[config.mk]
export PLATFORM = sky130hd
export DESIGN_NAME = xgmii_rx_deframer
export DESIGN_NICKNAME = d
export VERILOG_FILES = /design/src/rtl/xgmii_pkg.sv /design/src/rtl/xgmii_term_find.sv /design/src/rtl/xgmii_rx_deframer.sv
export SDC_FILE = /design/constraint.sdc
export NUM_CORES = 1
export LEC_CHECK = 0
export CELL_PAD_IN_SITES_DETAIL_PLACEMENT = 2
export CELL_PAD_IN_SITES_GLOBAL_PLACEMENT = 2
export CORE_ASPECT_RATIO = 0.9
export CORE_MARGIN = 2
export CORE_UTILIZATION = 29
export CTS_BUF_LIST = sky130_fd_sc_hd__clkbuf_8 sky130_fd_sc_hd__clkbuf_16
export DETAILED_ROUTE_END_ITERATION = 16
export PLACE_DENSITY = 0.88
export RECOVER_POWER = 50
export SLEW_MARGIN = 20
export SYNTH_ARGS = -nofsm -noshare
export SYNTH_HDL_FRONTEND = slang
export SYNTH_SLANG_ARGS = --single-unit
[constraint.sdc]
create_clock -name gmii_clk -period 3.6 [get_ports gmii_clk]
set_input_delay 0.72 -clock gmii_clk [delete_from_list [all_inputs] [get_ports gmii_clk]]
set_output_delay 0.72 -clock gmii_clk [all_outputs]
set_load 0.01 [all_outputs]
[src/rtl/xgmii_pkg.sv]
// rtl/xgmii_pkg.sv - shared XGMII constants, state encoding and helpers
package xgmii_pkg;

  localparam int LANE_W = 8;
  localparam int LANES  = 8;

  localparam logic [7:0] CH_IDLE  = 8'h07;
  localparam logic [7:0] CH_START = 8'hFB;
  localparam logic [7:0] CH_TERM  = 8'hFD;
  localparam logic [7:0] CH_ERROR = 8'hFE;
  localparam logic [7:0] CH_PRE   = 8'h55;
  localparam logic [7:0] CH_SFD   = 8'hD5;

  // A frame still running at this many bytes is cut off and dropped
  localparam logic [15:0] FORCE_LEN = 16'd4096;

  typedef enum logic [1:0] {
    ST_IDLE,
    ST_DATA,
    ST_DROP
  } state_t;

  // /S/ in lane 0, six preamble bytes, SFD in lane 7
  function automatic logic is_start(input logic [7:0] rxc, input logic [63:0] rxd);
    return (rxc == 8'h01) && (rxd[7:0] == CH_START) &&
           (rxd[55:8] == {6{CH_PRE}}) && (rxd[63:56] == CH_SFD);
  endfunction

  function automatic logic is_idle(input logic [7:0] rxc, input logic [63:0] rxd);
    return (rxc == 8'hFF) && (rxd == {LANES{CH_IDLE}});
  endfunction

  // Lanes below n valid
  function automatic logic [7:0] keep_mask(input logic [2:0] n);
    return (8'h01 << n) - 8'h01;
  endfunction

  // Zero every lane whose keep bit is clear
  function automatic logic [63:0] mask_bytes(input logic [63:0] d, input logic [7:0] keep);
    logic [63:0] m;
    for (int k = 0; k < LANES; k++) m[k*LANE_W +: LANE_W] = keep[k] ? d[k*LANE_W +: LANE_W] : 8'h00;
    return m;
  endfunction

endpackage

[src/rtl/xgmii_term_find.sv]
// rtl/xgmii_term_find.sv - locate the /T/ lane in an XGMII word
module xgmii_term_find
  import xgmii_pkg::*;
(
  input  logic [7:0]  rxc,
  input  logic [63:0] rxd,
  output logic [2:0]  term_lane,
  output logic        term_found,
  output logic        illegal
);

  logic       any_ctl;
  logic [7:0] ctl_byte;

  // Lowest control lane decides: FD there is a terminate, anything else is an error
  always_comb begin
    any_ctl   = 1'b0;
    term_lane = 3'd0;
    ctl_byte  = 8'h00;
    for (int i = LANES - 1; i >= 0; i--) begin
      if (rxc[i]) begin
        any_ctl   = 1'b1;
        term_lane = i[2:0];
        ctl_byte  = rxd[i*LANE_W +: LANE_W];
      end
    end
    term_found = any_ctl && (ctl_byte == CH_TERM);
    illegal    = any_ctl && (ctl_byte != CH_TERM);
  end

endmodule

[src/rtl/xgmii_rx_deframer.sv]
// rtl/xgmii_rx_deframer.sv - XGMII receive deframer with frame counters
module xgmii_rx_deframer
  import xgmii_pkg::*;
#(
  parameter int MIN_LEN = 64,
  parameter int MAX_LEN = 1518
) (
  input  logic        gmii_clk,
  input  logic        sys_rst_n,
  input  logic [7:0]  gmii_rxc,
  input  logic [63:0] gmii_rxd,
  output logic        out_valid,
  output logic [63:0] out_data,
  output logic [7:0]  out_keep,
  output logic        out_sop,
  output logic        out_eop,
  output logic        out_err,
  output logic [15:0] out_len,
  output logic [15:0] good_cnt,
  output logic [15:0] bad_cnt
);

  logic [7:0]  rxc_q;
  logic [63:0] rxd_q;
  state_t      state, state_nx;
  logic [63:0] hold_data, hold_data_nx;
  logic        hold_valid, hold_valid_nx;
  logic        first, first_nx;
  logic        part_pend, part_pend_nx;
  logic [7:0]  part_keep, part_keep_nx;
  logic [15:0] len, len_nx;
  logic [2:0]  term_lane;
  logic        term_found, illegal;
  logic        emit, e_sop, e_eop, e_err;
  logic [7:0]  e_keep;
  logic [15:0] e_len;
  logic        good_inc, bad_eop, bad_noout;

  xgmii_term_find u_term_find (
    .rxc        (rxc_q),
    .rxd        (rxd_q),
    .term_lane  (term_lane),
    .term_found (term_found),
    .illegal    (illegal)
  );

  function automatic logic len_bad(input logic [15:0] l);
    return (l < 16'(MIN_LEN)) || (l > 16'(MAX_LEN));
  endfunction

  function automatic logic [15:0] sat_add(input logic [15:0] a, input logic [15:0] b);
    logic [16:0] s;
    s = {1'b0, a} + {1'b0, b};
    return s[16] ? 16'hFFFF : s[15:0];
  endfunction

  // Input register stage
  always_ff @(posedge gmii_clk or negedge sys_rst_n) begin
    if (!sys_rst_n) begin
      rxc_q <= 8'h00;
      rxd_q <= 64'h0;
    end else begin
      rxc_q <= gmii_rxc;
      rxd_q <= gmii_rxd;
    end
  end

  // State, hold register, length and counters
  always_ff @(posedge gmii_clk or negedge sys_rst_n) begin
    if (!sys_rst_n) begin
      state      <= ST_IDLE;
      hold_data  <= 64'h0;
      hold_valid <= 1'b0;
      first      <= 1'b0;
      part_pend  <= 1'b0;
      part_keep  <= 8'h00;
      len        <= 16'h0;
      good_cnt   <= 16'h0;
      bad_cnt    <= 16'h0;
    end else begin
      state      <= state_nx;
      hold_data  <= hold_data_nx;
      hold_valid <= hold_valid_nx;
      first      <= first_nx;
      part_pend  <= part_pend_nx;
      part_keep  <= part_keep_nx;
      len        <= len_nx;
      good_cnt   <= good_cnt + 16'(good_inc);
      bad_cnt    <= bad_cnt + 16'(bad_eop) + 16'(bad_noout);
    end
  end

  // Next state and emission of the held word; the word in rxd_q decides what happens to it
  always_comb begin
    state_nx      = state;
    hold_data_nx  = hold_data;
    hold_valid_nx = hold_valid;
    first_nx      = first;
    part_pend_nx  = 1'b0;
    part_keep_nx  = part_keep;
    len_nx        = len;
    emit          = 1'b0;
    e_sop         = 1'b0;
    e_eop         = 1'b0;
    e_err         = 1'b0;
    e_keep        = 8'h00;
    e_len         = 16'h0;
    bad_noout     = 1'b0;

    unique case (state)
      ST_IDLE: begin
        // Trailing partial word goes out regardless of what arrives now
        if (part_pend) begin
          emit          = 1'b1;
          e_sop         = first;
          e_eop         = 1'b1;
          e_keep        = part_keep;
          e_len         = len;
          e_err         = len_bad(len);
          hold_valid_nx = 1'b0;
          first_nx      = 1'b0;
        end
        if (is_start(rxc_q, rxd_q)) begin
          state_nx      = ST_DATA;
          len_nx        = 16'h0;
          first_nx      = 1'b1;
          hold_valid_nx = 1'b0;
        end else if ((rxc_q[0] && rxd_q[7:0] == CH_START) ||
                     (rxc_q[4] && rxd_q[39:32] == CH_START)) begin
          bad_noout = 1'b1;
          state_nx  = ST_DROP;
        end
      end

      ST_DATA: begin
        if (len >= FORCE_LEN) begin
          emit          = hold_valid;
          e_sop         = first;
          e_eop         = 1'b1;
          e_err         = 1'b1;
          e_keep        = 8'hFF;
          e_len         = len;
          bad_noout     = !hold_valid;
          hold_valid_nx = 1'b0;
          first_nx      = 1'b0;
          state_nx      = ST_DROP;
        end else if (rxc_q == 8'h00) begin
          if (hold_valid) begin
            emit     = 1'b1;
            e_sop    = first;
            e_keep   = 8'hFF;
            first_nx = 1'b0;
          end
          hold_data_nx  = rxd_q;
          hold_valid_nx = 1'b1;
          len_nx        = sat_add(len, 16'd8);
        end else if (term_found) begin
          if (term_lane == 3'd0) begin
            if (hold_valid) begin
              emit   = 1'b1;
              e_sop  = first;
              e_eop  = 1'b1;
              e_keep = 8'hFF;
              e_len  = len;
              e_err  = len_bad(len);
            end else begin
              bad_noout = 1'b1;
            end
            hold_valid_nx = 1'b0;
            first_nx      = 1'b0;
          end else begin
            if (hold_valid) begin
              emit     = 1'b1;
              e_sop    = first;
              e_keep   = 8'hFF;
              first_nx = 1'b0;
            end
            hold_data_nx  = mask_bytes(rxd_q, keep_mask(term_lane));
            hold_valid_nx = 1'b1;
            part_pend_nx  = 1'b1;
            part_keep_nx  = keep_mask(term_lane);
            len_nx        = sat_add(len, {13'h0, term_lane});
          end
          state_nx = ST_IDLE;
        end else begin
          // Error word: close the frame as bad, restart only on a clean start word
          emit          = hold_valid;
          e_sop         = first;
          e_eop         = 1'b1;
          e_err         = 1'b1;
          e_keep        = 8'hFF;
          e_len         = len;
          bad_noout     = !hold_valid;
          hold_valid_nx = 1'b0;
          first_nx      = 1'b0;
          if (is_start(rxc_q, rxd_q)) begin
            state_nx = ST_DATA;
            len_nx   = 16'h0;
            first_nx = 1'b1;
          end else begin
            state_nx = ST_DROP;
          end
        end
      end

      ST_DROP: begin
        if (is_idle(rxc_q, rxd_q)) state_nx = ST_IDLE;
      end

      default: state_nx = ST_IDLE;
    endcase

    good_inc = emit && e_eop && !e_err;
    bad_eop  = emit && e_eop && e_err;
  end

  assign out_valid = emit;
  assign out_data  = emit ? hold_data : 64'h0;
  assign out_keep  = emit ? e_keep : 8'h00;
  assign out_sop   = emit && e_sop;
  assign out_eop   = emit && e_eop;
  assign out_err   = emit && e_eop && e_err;
  assign out_len   = (emit && e_eop) ? e_len : 16'h0;

  // illegal is implied by !term_found on a non-data word; kept for visibility
  logic unused_illegal;
  assign unused_illegal = illegal;

endmodule

# ---- Word-level counts from Yosys, hierarchy flattened
# Cells that the tools add are included.
dict set report classes {
  magnitude_cmp 3
  bitwise_logic 3
  mux 117
  n_addsub 6
  shifts 1
  eq_ne 17
  n_reduce_logical 25
}
# cell n
set op_table {}
lappend op_table {{$mux W64} 4}
lappend op_table {{$mux W16} 14}
lappend op_table {{$mux W8} 22}
lappend op_table {{$eq A64 B59 Y1 const B} 1}
lappend op_table {{$pmux W16 S2} 2}
lappend op_table {{$mux W1} 51}
lappend op_table {{$add A16 B1 Y16} 3}
lappend op_table {{$eq A48 B47 Y1 const B} 1}
lappend op_table {{$eq A8 B8 Y1 const B} 5}
lappend op_table {{$mux W3} 8}
lappend op_table {{$add A16 B3 Y17} 1}
lappend op_table {{$add A16 B4 Y17 const B} 1}
lappend op_table {{$ge A16 B13 Y1 const B} 1}
lappend op_table {{$gt A16 B11 Y1 const B} 1}
lappend op_table {{$lt A16 B7 Y1 const B} 1}
lappend op_table {{$pmux W8 S2} 1}
lappend op_table {{$mux W2} 7}
lappend op_table {{$pmux W1 S2} 7}
lappend op_table {{$logic_and A1 B1 Y1} 11}
lappend op_table {{$ne A3 B3 Y1 const B} 3}
lappend op_table {{$eq A8 B1 Y1 const B} 1}
lappend op_table {{$logic_not A8 Y1} 1}
lappend op_table {{$shl A1 B3 Y8 const A} 1}
lappend op_table {{$sub A8 B1 Y8 const B} 1}
lappend op_table {{15 further kinds} 23}
dict set report totals {
  register_bits 197
}

# ---- Logic depth before layout (Yosys ltp)
# Gate-level depths: netlist of the first run.
dict set report logic_depth {
  word_depth 18
  ltp_mapped 16
  ltp_nobuf 14
}

# ---- Hierarchy
# A second synthesis of the first run with hierarchy kept.
dict set report hier_totals {
  cells_unflattened 865
  area_unflattened_um2 8978.6
}
# module cells_per_inst n_inst area_per_inst_um2
set modules_own_cells {}
lappend modules_own_cells {xgmii_rx_deframer 784 1 8440.6}
lappend modules_own_cells {xgmii_term_find 81 1 538.0}

# ---- Least setup slack after synthesis of the first run
# No wires, ideal clock.
dict set report synth_path {
  kind {register to register}
  start {reg rxc_q[4]}
  end {reg bad_cnt[12]}
  t_arrival_ns 3.486
  n_path_buf 2
  slack_ns -0.013
  path_stages_with_launch 16
  synth_period_minus_slack_ns 3.613
  required_ns 3.472
  cell_sequence {dfrtp_1 buf_6 nor2_1 o211ai_1 a211o_1 a311oi_4 o21ai_2 a211oi_1 o21ai_1 buf_2 and2_1 fa_1 ha_1 nand3_1 nor2_1 xor2_1}
}
dict set report synth_between {
  elab_chain_cells 15
  elab_cells_between_ends 50
  classes_between {add/sub: 2; eq/ne: 2; mux: 36; reduce/logical: 10}
}
# element line_no
set synth_rtl {}
lappend synth_rtl {{from (decl)} xgmii_rx_deframer.sv:23} ;# logic [7:0] rxc_q;
lappend synth_rtl {{from (signal assigned)} xgmii_rx_deframer.sv:63} ;# rxc_q <= gmii_rxc;
lappend synth_rtl {{$mux W8 or $mux W3 (tied branches) (5 in a row)} xgmii_term_find.sv:21} ;# if (rxc[i]) begin
lappend synth_rtl {{$eq A8 B8 Y1 or $logic_not A3 Y1 (tied branches)} {xgmii_term_find.sv:27, xgmii_rx_deframer.sv:158}}
lappend synth_rtl {{$logic_and A1 B1 Y1 or $mux W1 (tied branches)} {xgmii_term_find.sv:27, xgmii_rx_deframer.sv:158}}
lappend synth_rtl {{$mux W1} xgmii_rx_deframer.sv:157} ;# end else if (term_found) begin
lappend synth_rtl {{$mux W1} xgmii_rx_deframer.sv:147} ;# end else if (rxc_q == 8'h00) begin
lappend synth_rtl {{$mux W1} xgmii_rx_deframer.sv:136} ;# if (len >= FORCE_LEN) begin
lappend synth_rtl {{$pmux W1 S2} xgmii_rx_deframer.sv:110} ;# unique case (state)
lappend synth_rtl {{$logic_and A1 B1 Y1 (*)} n/a}
lappend synth_rtl {{via out_eop} xgmii_rx_deframer.sv:16} ;# output logic out_eop,
lappend synth_rtl {{$logic_and A1 B1 Y1 (*)} xgmii_rx_deframer.sv:214} ;# bad_eop = emit && e_eop && e_err;
lappend synth_rtl {{via out_err} xgmii_rx_deframer.sv:17} ;# output logic out_err,
lappend synth_rtl {{$add A16 B1 Y16 (*) (2 in a row)} xgmii_rx_deframer.sv:89} ;# bad_cnt <= bad_cnt + 16'(bad_eop) + 16'(bad_noout);
lappend synth_rtl {{to (signal assigned)} xgmii_rx_deframer.sv:89}
lappend synth_rtl {{to (decl)} xgmii_rx_deframer.sv:20} ;# output logic [15:0] bad_cnt
# Mark *: on every way through the listed nets, which the timed path passes. The rest lies on a longest branch.
# A chain may end at the register's enable or synchronous reset.

# ---- Final worst setup path of the first run
dict set report layout_path {
  start {reg rxc_q[5]}
  end {out out_len[1]}
}
dict set report layout_between {
  elab_chain_cells 14
  elab_cells_between_ends 38
  classes_between {eq/ne: 1; mux: 33; reduce/logical: 4}
}
# element line_no
set layout_rtl {}
lappend layout_rtl {{$mux W8 or $mux W3 (tied branches) (6 in a row)} xgmii_term_find.sv:21}
lappend layout_rtl {{$eq A8 B8 Y1 or $logic_not A3 Y1 (tied branches)} {xgmii_term_find.sv:27, xgmii_rx_deframer.sv:158}}
lappend layout_rtl {{$logic_and A1 B1 Y1 or $mux W1 (tied branches)} {xgmii_term_find.sv:27, xgmii_rx_deframer.sv:158}}
lappend layout_rtl {{$mux W1} xgmii_rx_deframer.sv:157}
lappend layout_rtl {{$mux W1} xgmii_rx_deframer.sv:147}
lappend layout_rtl {{$mux W1} xgmii_rx_deframer.sv:136}
lappend layout_rtl {{$pmux W1 S2} xgmii_rx_deframer.sv:110}
lappend layout_rtl {{$logic_and A1 B1 Y1} xgmii_rx_deframer.sv:223} ;# assign out_len = (emit && e_eop) ? e_len : 16'h0;
lappend layout_rtl {{$mux W16 (*)} xgmii_rx_deframer.sv:223}
lappend layout_rtl {{to (decl)} xgmii_rx_deframer.sv:18} ;# output logic [15:0] out_len,
# Mark *: on every way between the ends. The rest lies on a longest branch, timed or not.

==> run_results.csv, run 1 <==
group,metric,value,unit
outcome,status,"finished, violations left",
outcome,violations,"max-capacitance violations, max-slew violations, negative setup slack",
cts,cts_made_buffers,17,
synth,synth_edf_count,0,
worst_setup_path,slowest_delay,0.45,ns
floorplanning,fp.dieW,193,um
synth,synth_xor_area_frac,0.0290,
cts,clock-root-buffer,"clkbuf_16",
power_and_ir_drop,total_leakage_power,5.94,nW
route,wl,38900,um
synth,ys_seq_area_frac,0.526,
synth,synthSimpleGateAreaFrac,0.236,
route,postRouteAntennaNets,0,
synth,muxShareOfSynthArea,0.00441,
synth,synth_adder_area_share,0.0163,
cts,clkSinkCount,197,
cells_and_area,multi_input_area,4340,um^2
floorplanning,fp.coreArea,31900,um^2
timing,hold_viol_final,0,
floorplanning,die-height,174,um
cts,path_clk_slew,0.09,ns
worst_setup_path,worstPathRequired,2.88,ns
cells_and_area,final_cell_mix,"dfrtp_1, nand2_1, clkdlybuf4s50_1, buf_4, and2_1",
timing,finalSetupViolCount,16,
synth,yosysWarningCount,0,
cells_and_area,final_nets,1307,
floorplanning,start_util,0.294,
floorplanning,std_cell_rows,62,
timing,fin_crit_sh,1.01,
worst_setup_path,path_cells,"buf_6 -> nand3_1 -> o211ai_1 -> a21oi_2 -> a311oi_4 -> o21ai_2 -> a211oi_2 -> o21ai_4 -> buf_6 -> and2_1 -> buf_2",
place,io_buffer_count,197,
cts,cts_buffer_depth,2,
route,highest_layer,"met4",
timing,clock_skew,0.0133,ns
global_route,antenna_found_initial,3,
cells_and_area,layout-drive-gt1-share,0.197,
place,placedCellCount,1606,
cts,cts_tree,"built",
synth,syn-instance-count,937,
synth,synth_compound_area_frac,0.153,
worst_setup_path,cp_max_fo,7,
route,m1WireLength,17600,um
timing,relSlewSlack,-0.644,
min_path,worst_hold_path_type,"reg -> reg",
run,drv_cap,1,
cells_and_area,fillerInstances,3355,
route,remaining_drc_errors,0,
timing,timing.final.ws_setup,-0.0342,ns
global_route,grt_pass1_vias,9554,
synth,synth-seq-cells,197,
cts,clkLatencyLatePin,0.46,ns
floorplanning,ios,198,
timing,finalMaxSlewViolations,98,
cells_and_area,layoutNonFillerInstCount,1654,
power_and_ir_drop,ir_worst_vdd,0.339,mV
timing,hold_slack,0.470,ns
synth,synth_fp_nets,1022,
synth,synth_area_leaders,"dfrtp_1, nand2_1, and2_1",
place,placed_cell_area,12500,um^2
route,drtPass1Iterations,5,
synth,synth_top_area_cell,"dfrtp_1",
synth,synth.cell_area,9360,um^2
synth,synth_top_area_frac,0.526,
synth,avgSynthCellArea,9.99,um^2
cells_and_area,final_common_cell,"dfrtp_1",
worst_setup_path,critPathMostFrequentCell,"buf_6",
place,gp_congestion,0.912,
cts,htree_num_levels,4,
worst_setup_path,cp_slowest_cell,"dfrtp_2",
cells_and_area,regArea,4930,um^2
timing,finalCriticalPeriod,3.63,ns
synth,ys.flop_type,"dfrtp_1",
global_route,grtUsageTotal,0.231,
route,vias,8672,
route,met2_length,18500,um
global_route,grt-ovfl-total,0,
global_route,grt_max_degree,98,
power_and_ir_drop,p_per_area,361,nW/um^2
worst_setup_path,crit_arrival,2.91,ns
timing,tightest_slew,2.47,ns
route,routedWlPerCell,23.5,um
route,drt-vias-per-instance,5.24,
worst_setup_path,start_kind,"flip-flop",
route,drtIter0Drc,613,
worst_setup_path,worst-setup-path-type,"reg -> out",
worst_setup_path,endpoint_kind,"primary output",
global_route,grt_pass1_wl,59600,um
timing,rsz0062_at_grt,"yes",
synth,synth_top_family_by_area,"simple AND/OR/NAND/NOR gates",
timing,fmax,275,MHz
cells_and_area,syn_to_final_growth,43.2,%
floorplanning,dieArea,33700,um^2
route,wl_met3,1960,um
synth,async_flop_share,1.00,
place,hpwl,28700,um
cells_and_area,final_cell_area,13400,um^2
synth,synth.distinct_cells,80,
-- worst paths after layout --
check                           slack (ns)                       from                   endpoint  cells after the start
worst max-delay path                 -0.03         rxc_q[5]$_DFF_PN0_                 out_len[1]                     11
worst min-delay path                  0.47  hold_data[56]$_DFFE_PN0P_  hold_data[56]$_DFFE_PN0P_                      2
worst max register to register        0.11         rxc_q[4]$_DFF_PN0_      bad_cnt[15]$_DFF_PN0_                     18
worst min register to register        0.47  hold_data[56]$_DFFE_PN0P_  hold_data[56]$_DFFE_PN0P_                      2
max in group asynchronous             0.58                  sys_rst_n         len[9]$_DFFE_PN0P_                      2
min in group asynchronous             1.02                  sys_rst_n  hold_data[43]$_DFFE_PN0P_                      1
-- layout make-up --
class	count	area share
sequential	197	0.368
clock inverter	15	0.0154
antenna	3	0.000560
clock buffer	17	0.0317
multi-input combinational	669	0.323
inverter	22	0.00616
timing repair buffer	315	0.216
tap	416	0.0388
-- cell usage after synthesis (11+ instances only) --
| library cell | count |
|---|---|
| nor2_1 | 38 |
| dfrtp_1 | 197 |
| inv_1 | 21 |
| nor3_1 | 13 |
| nand2_1 | 149 |
| buf_2 | 14 |
| nor4_1 | 11 |
| a21oi_1 | 29 |
| nand3_1 | 43 |
| and2_1 | 86 |
| a22o_1 | 27 |
| nand4_1 | 13 |
| xnor2_1 | 21 |
| o21ai_0 | 60 |
| clkbuf_1 | 27 |
-- flip-flops by register name, summed over array words and instances (netlist names), 2 cells and up --
| register | flops |
|---|---|
| len | 16 |
| bad_cnt | 16 |
| hold_data | 64 |
| state | 2 |
| good_cnt | 16 |
| rxd_q | 64 |
| part_keep | 8 |
| rxc_q | 8 |
-- through the flow --
stage | power (mW) | TNS, ns | setup slack, ns | util
2_1_floorplan | 2.46 | 0 | 0.00450 | -
3_3_place_gp | 2.74 | 0 | 0.0182 | 0.391
3_5_place_dp | 2.75 | -0.934 | -0.0674 | 0.391
4_1_cts | 4.90 | 0 | 0.0156 | 0.412
5_1_grt | 5.01 | -2.11 | -0.141 | 0.420
6_report | 4.84 | -0.263 | -0.0342 | 0.420
-- worst max-delay path: cells and delay by family (launching register included) --
family / cells / cell delay, ns
AO/OA/AOI/OAI: 6 / 1.33
buffers and inverters: 3 / 0.44
flip-flops: 1 / 0.45
AND/OR/NAND/NOR: 2 / 0.23
-- metal layers --
metal	up-vias	global-route usage
met4	0	0.0709
met3	50	0.0435
met1	4486	0.318
met5	-	0
li1	3867	-
met2	269	0.368
-- logic make-up after synthesis --
family	Yosys count
simple gates	418
compound gates	205
flops	197
buf+inv	71
xor+xnor	31
fa+ha+maj	11
mux	4
-- what timing repair did --
item | in CTS | in global routing
hold buffers | 0 | 0
endpoints found under the setup margin | 29 | 72
buffers inserted | 7 | 5
resized for setup | 95 | 56
cloned | 1 | 1
pin swaps | 8 | 19
-- where the power goes --
part	internal (mW)	switching, mW
Sequential	2.26	0.0663
Clock	1.13	0.986
Combinational	0.173	0.228
Total	3.56	1.28
No activity file was read; power rests on OpenSTA's default activity.
==> inputs of run 2 (changes only) <==
--- a/config.mk
+++ b/config.mk
@@ -14,6 +14,7 @@
 export DETAILED_ROUTE_END_ITERATION = 16
 export PLACE_DENSITY = 0.88
 export RECOVER_POWER = 50
+export REMOVE_ABC_BUFFERS = 1
 export SLEW_MARGIN = 20
 export SYNTH_ARGS = -nofsm -noshare
 export SYNTH_HDL_FRONTEND = slang
==> run_results.csv, run 2 (synthesis results as in run 1) <==
group,metric,value,unit
cts,postCtsHoldBufs,0,
power_and_ir_drop,p_per_area,350,nW/um^2
cells_and_area,top_regs,"hold_data: 64 flops, rxd_q: 64 flops",
min_path,worst_hold_path_type,"reg -> reg",
worst_setup_path,crit_arrival,2.91,ns
timing,clock_skew,0.0140,ns
timing,finalSetupViolCount,2,
cells_and_area,final_cell_mix,"dfrtp_1, nand2_1, clkdlybuf4s50_1, and2_1, buf_4",
power_and_ir_drop,power.share.combinational,0.081,
floorplanning,start_util,0.294,
outcome,status,"finished, violations left",
floorplanning,fp.dieW,193,um
global_route,grt_max_degree,80,
power_and_ir_drop,p_clk_frac,0.408,
cts,path_clk_slew,0.08,ns
global_route,grt-ovfl-total,0,
power_and_ir_drop,total_power,4.55,mW
cts,cts_buffer_depth,2,
cts,cts_tree,"built",
power_and_ir_drop,p_int,3.34,mW
floorplanning,die-height,174,um
route,drtIter0Drc,561,
route,remaining_drc_errors,0,
run,drv_cap,1,
floorplanning,ios,198,
place,io_buffer_count,197,
timing,fmax,276,MHz
route,drtPass1Iterations,5,
worst_setup_path,cp-startpoint,"rxc_q[4]$_DFF_PN0_",
worst_setup_path,r2r_start,"rxc_q[4]$_DFF_PN0_",
timing,timing.final.ws_setup,-0.0290,ns
cts,htree_num_levels,4,
timing,relSlewSlack,-0.418,
cts,clkSinkCount,197,
timing,hold_viol_final,0,
power_and_ir_drop,total_leakage_power,5.75,nW
power_and_ir_drop,switching_power,1.22,mW
worst_setup_path,cp_max_fo,6,
cts,cts_made_buffers,17,
cells_and_area,syn_to_final_growth,38.9,%
place,pre_cts_ws,0.0297,ns
cells_and_area,final_nets,1277,
timing,hold_slack,0.465,ns
cts,clock-root-buffer,"clkbuf_16",
cells_and_area,layout-drive-gt1-share,0.162,
timing,finalMaxSlewViolations,75,
cells_and_area,fin_util,0.408,
place,gp_congestion,0.914,
power_and_ir_drop,swShare,0.267,
route,wl,37700,um
cts,clkLatencyLatePin,0.45,ns
global_route,antenna_found_initial,4,
worst_setup_path,worstPathRequired,2.88,ns
global_route,grt_pass1_vias,9443,
global_route,grtUsageTotal,0.226,
route,drt-vias-per-instance,5.28,
cells_and_area,final_common_cell,"dfrtp_1",
timing,fin_crit_sh,1.01,
timing,fin_setup_tns,-0.0397,ns
worst_setup_path,start_kind,"flip-flop",
route,vias,8577,
route,routedWlPerCell,23.2,um
global_route,grt_pass1_wl,58800,um
route,postRouteAntennaNets,0,
timing,tightest_slew,2.13,ns
min_path,min_from,"good_cnt[15]$_DFF_PN0_",
power_and_ir_drop,ir_worst_vdd,0.331,mV
worst_setup_path,endpoint_kind,"primary output",
floorplanning,dieArea,33700,um^2
floorplanning,std_cell_rows,62,
outcome,violations,"max-capacitance violations, max-slew violations, negative setup slack",
place,hpwl,27800,um
power_and_ir_drop,p_seq_frac,0.511,
worst_setup_path,worst-setup-path-type,"reg -> out",
floorplanning,fp.coreArea,31900,um^2
timing,finalCriticalPeriod,3.63,ns
timing,rsz0062_at_grt,"yes",
==> run 2: cell types whose count changed in the layout (fill, tap and decap cells not counted), sizes merged <==
cell           change
clkinvlp           +1
clkdlybuf4s15      +1
clkbuf             +4
clkinv             +4
dlygate4sd2        +3
bufinv             -3
buf               -37
inv                -3
==> run 2: repair_timing <==
action,4_1_cts,5_1_grt
cloned,1,1
endpoints found under the setup margin,18,34
resized for setup,78,29
pin swaps,7,3
buffers inserted,7,2
==> run 2: area by class of cell <==
class                   count  area (um^2)
repair buffers            285         2640
diodes                      3         7.51
flip-flops and latches    197         4940
clock buffers              18          439
well taps                 416          520
inverters                  22         82.6
clock inverters            14          119
multi-input cells         669         4260
fillers                  3414        18900
==> run 2: layer usage <==
layer	vias up	track usage	wire length (um)
met4	2	0.0757	858
met1	4434	0.319	17700
met5	-	0	13
li1	3814	-	-
met2	270	0.353	17500
met3	57	0.0386	1650
==> run 2: worst paths after layout <==
path | to | slack [ns] | cells past startpoint
min | good_cnt[15]$_DFF_PN0_ | 0.46 | 1
max | out_len[3] | -0.03 | 10
max in group asynchronous | rxd_q[2]$_DFF_PN0_ | 0.53 | 2
max reg2reg | bad_cnt[12]$_DFF_PN0_ | 0.15 | 17
min reg2reg | good_cnt[15]$_DFF_PN0_ | 0.46 | 1
min in group asynchronous | rxd_q[45]$_DFF_PN0_ | 0.85 | 1
==> run 2: power groups by stage <==
stage	clock network, mW	logic (mW)	registers, mW
6_report	1.86	0.367	2.33
5_1_grt	1.99	0.398	2.33
3_3_place_gp	0	0.350	2.36
3_5_place_dp	0	0.360	2.36
4_1_cts	1.91	0.372	2.32
2_1_floorplan	0	0.107	2.34
==> run 2: worst max-delay path: stages (launching register included) <==
cell and delay, ns:
dfrtp_2 0.49, clkbuf_16 0.19, o311ai_1 0.08, a211o_1 0.32, a311oi_4 0.30, o21ai_2 0.11, a211oi_2 0.25, o21ai_2 0.12
buf_6 0.17, and2_1 0.16, dlygate4sd2_1 0.28
==> run 2: metrics by stage <==
stage	cells	area, um^2
floorplan	888	9120
global placement	1579	12300
detailed placement	1579	12300
CTS	1619	12900
global route	1624	13000
finish	1624	13000
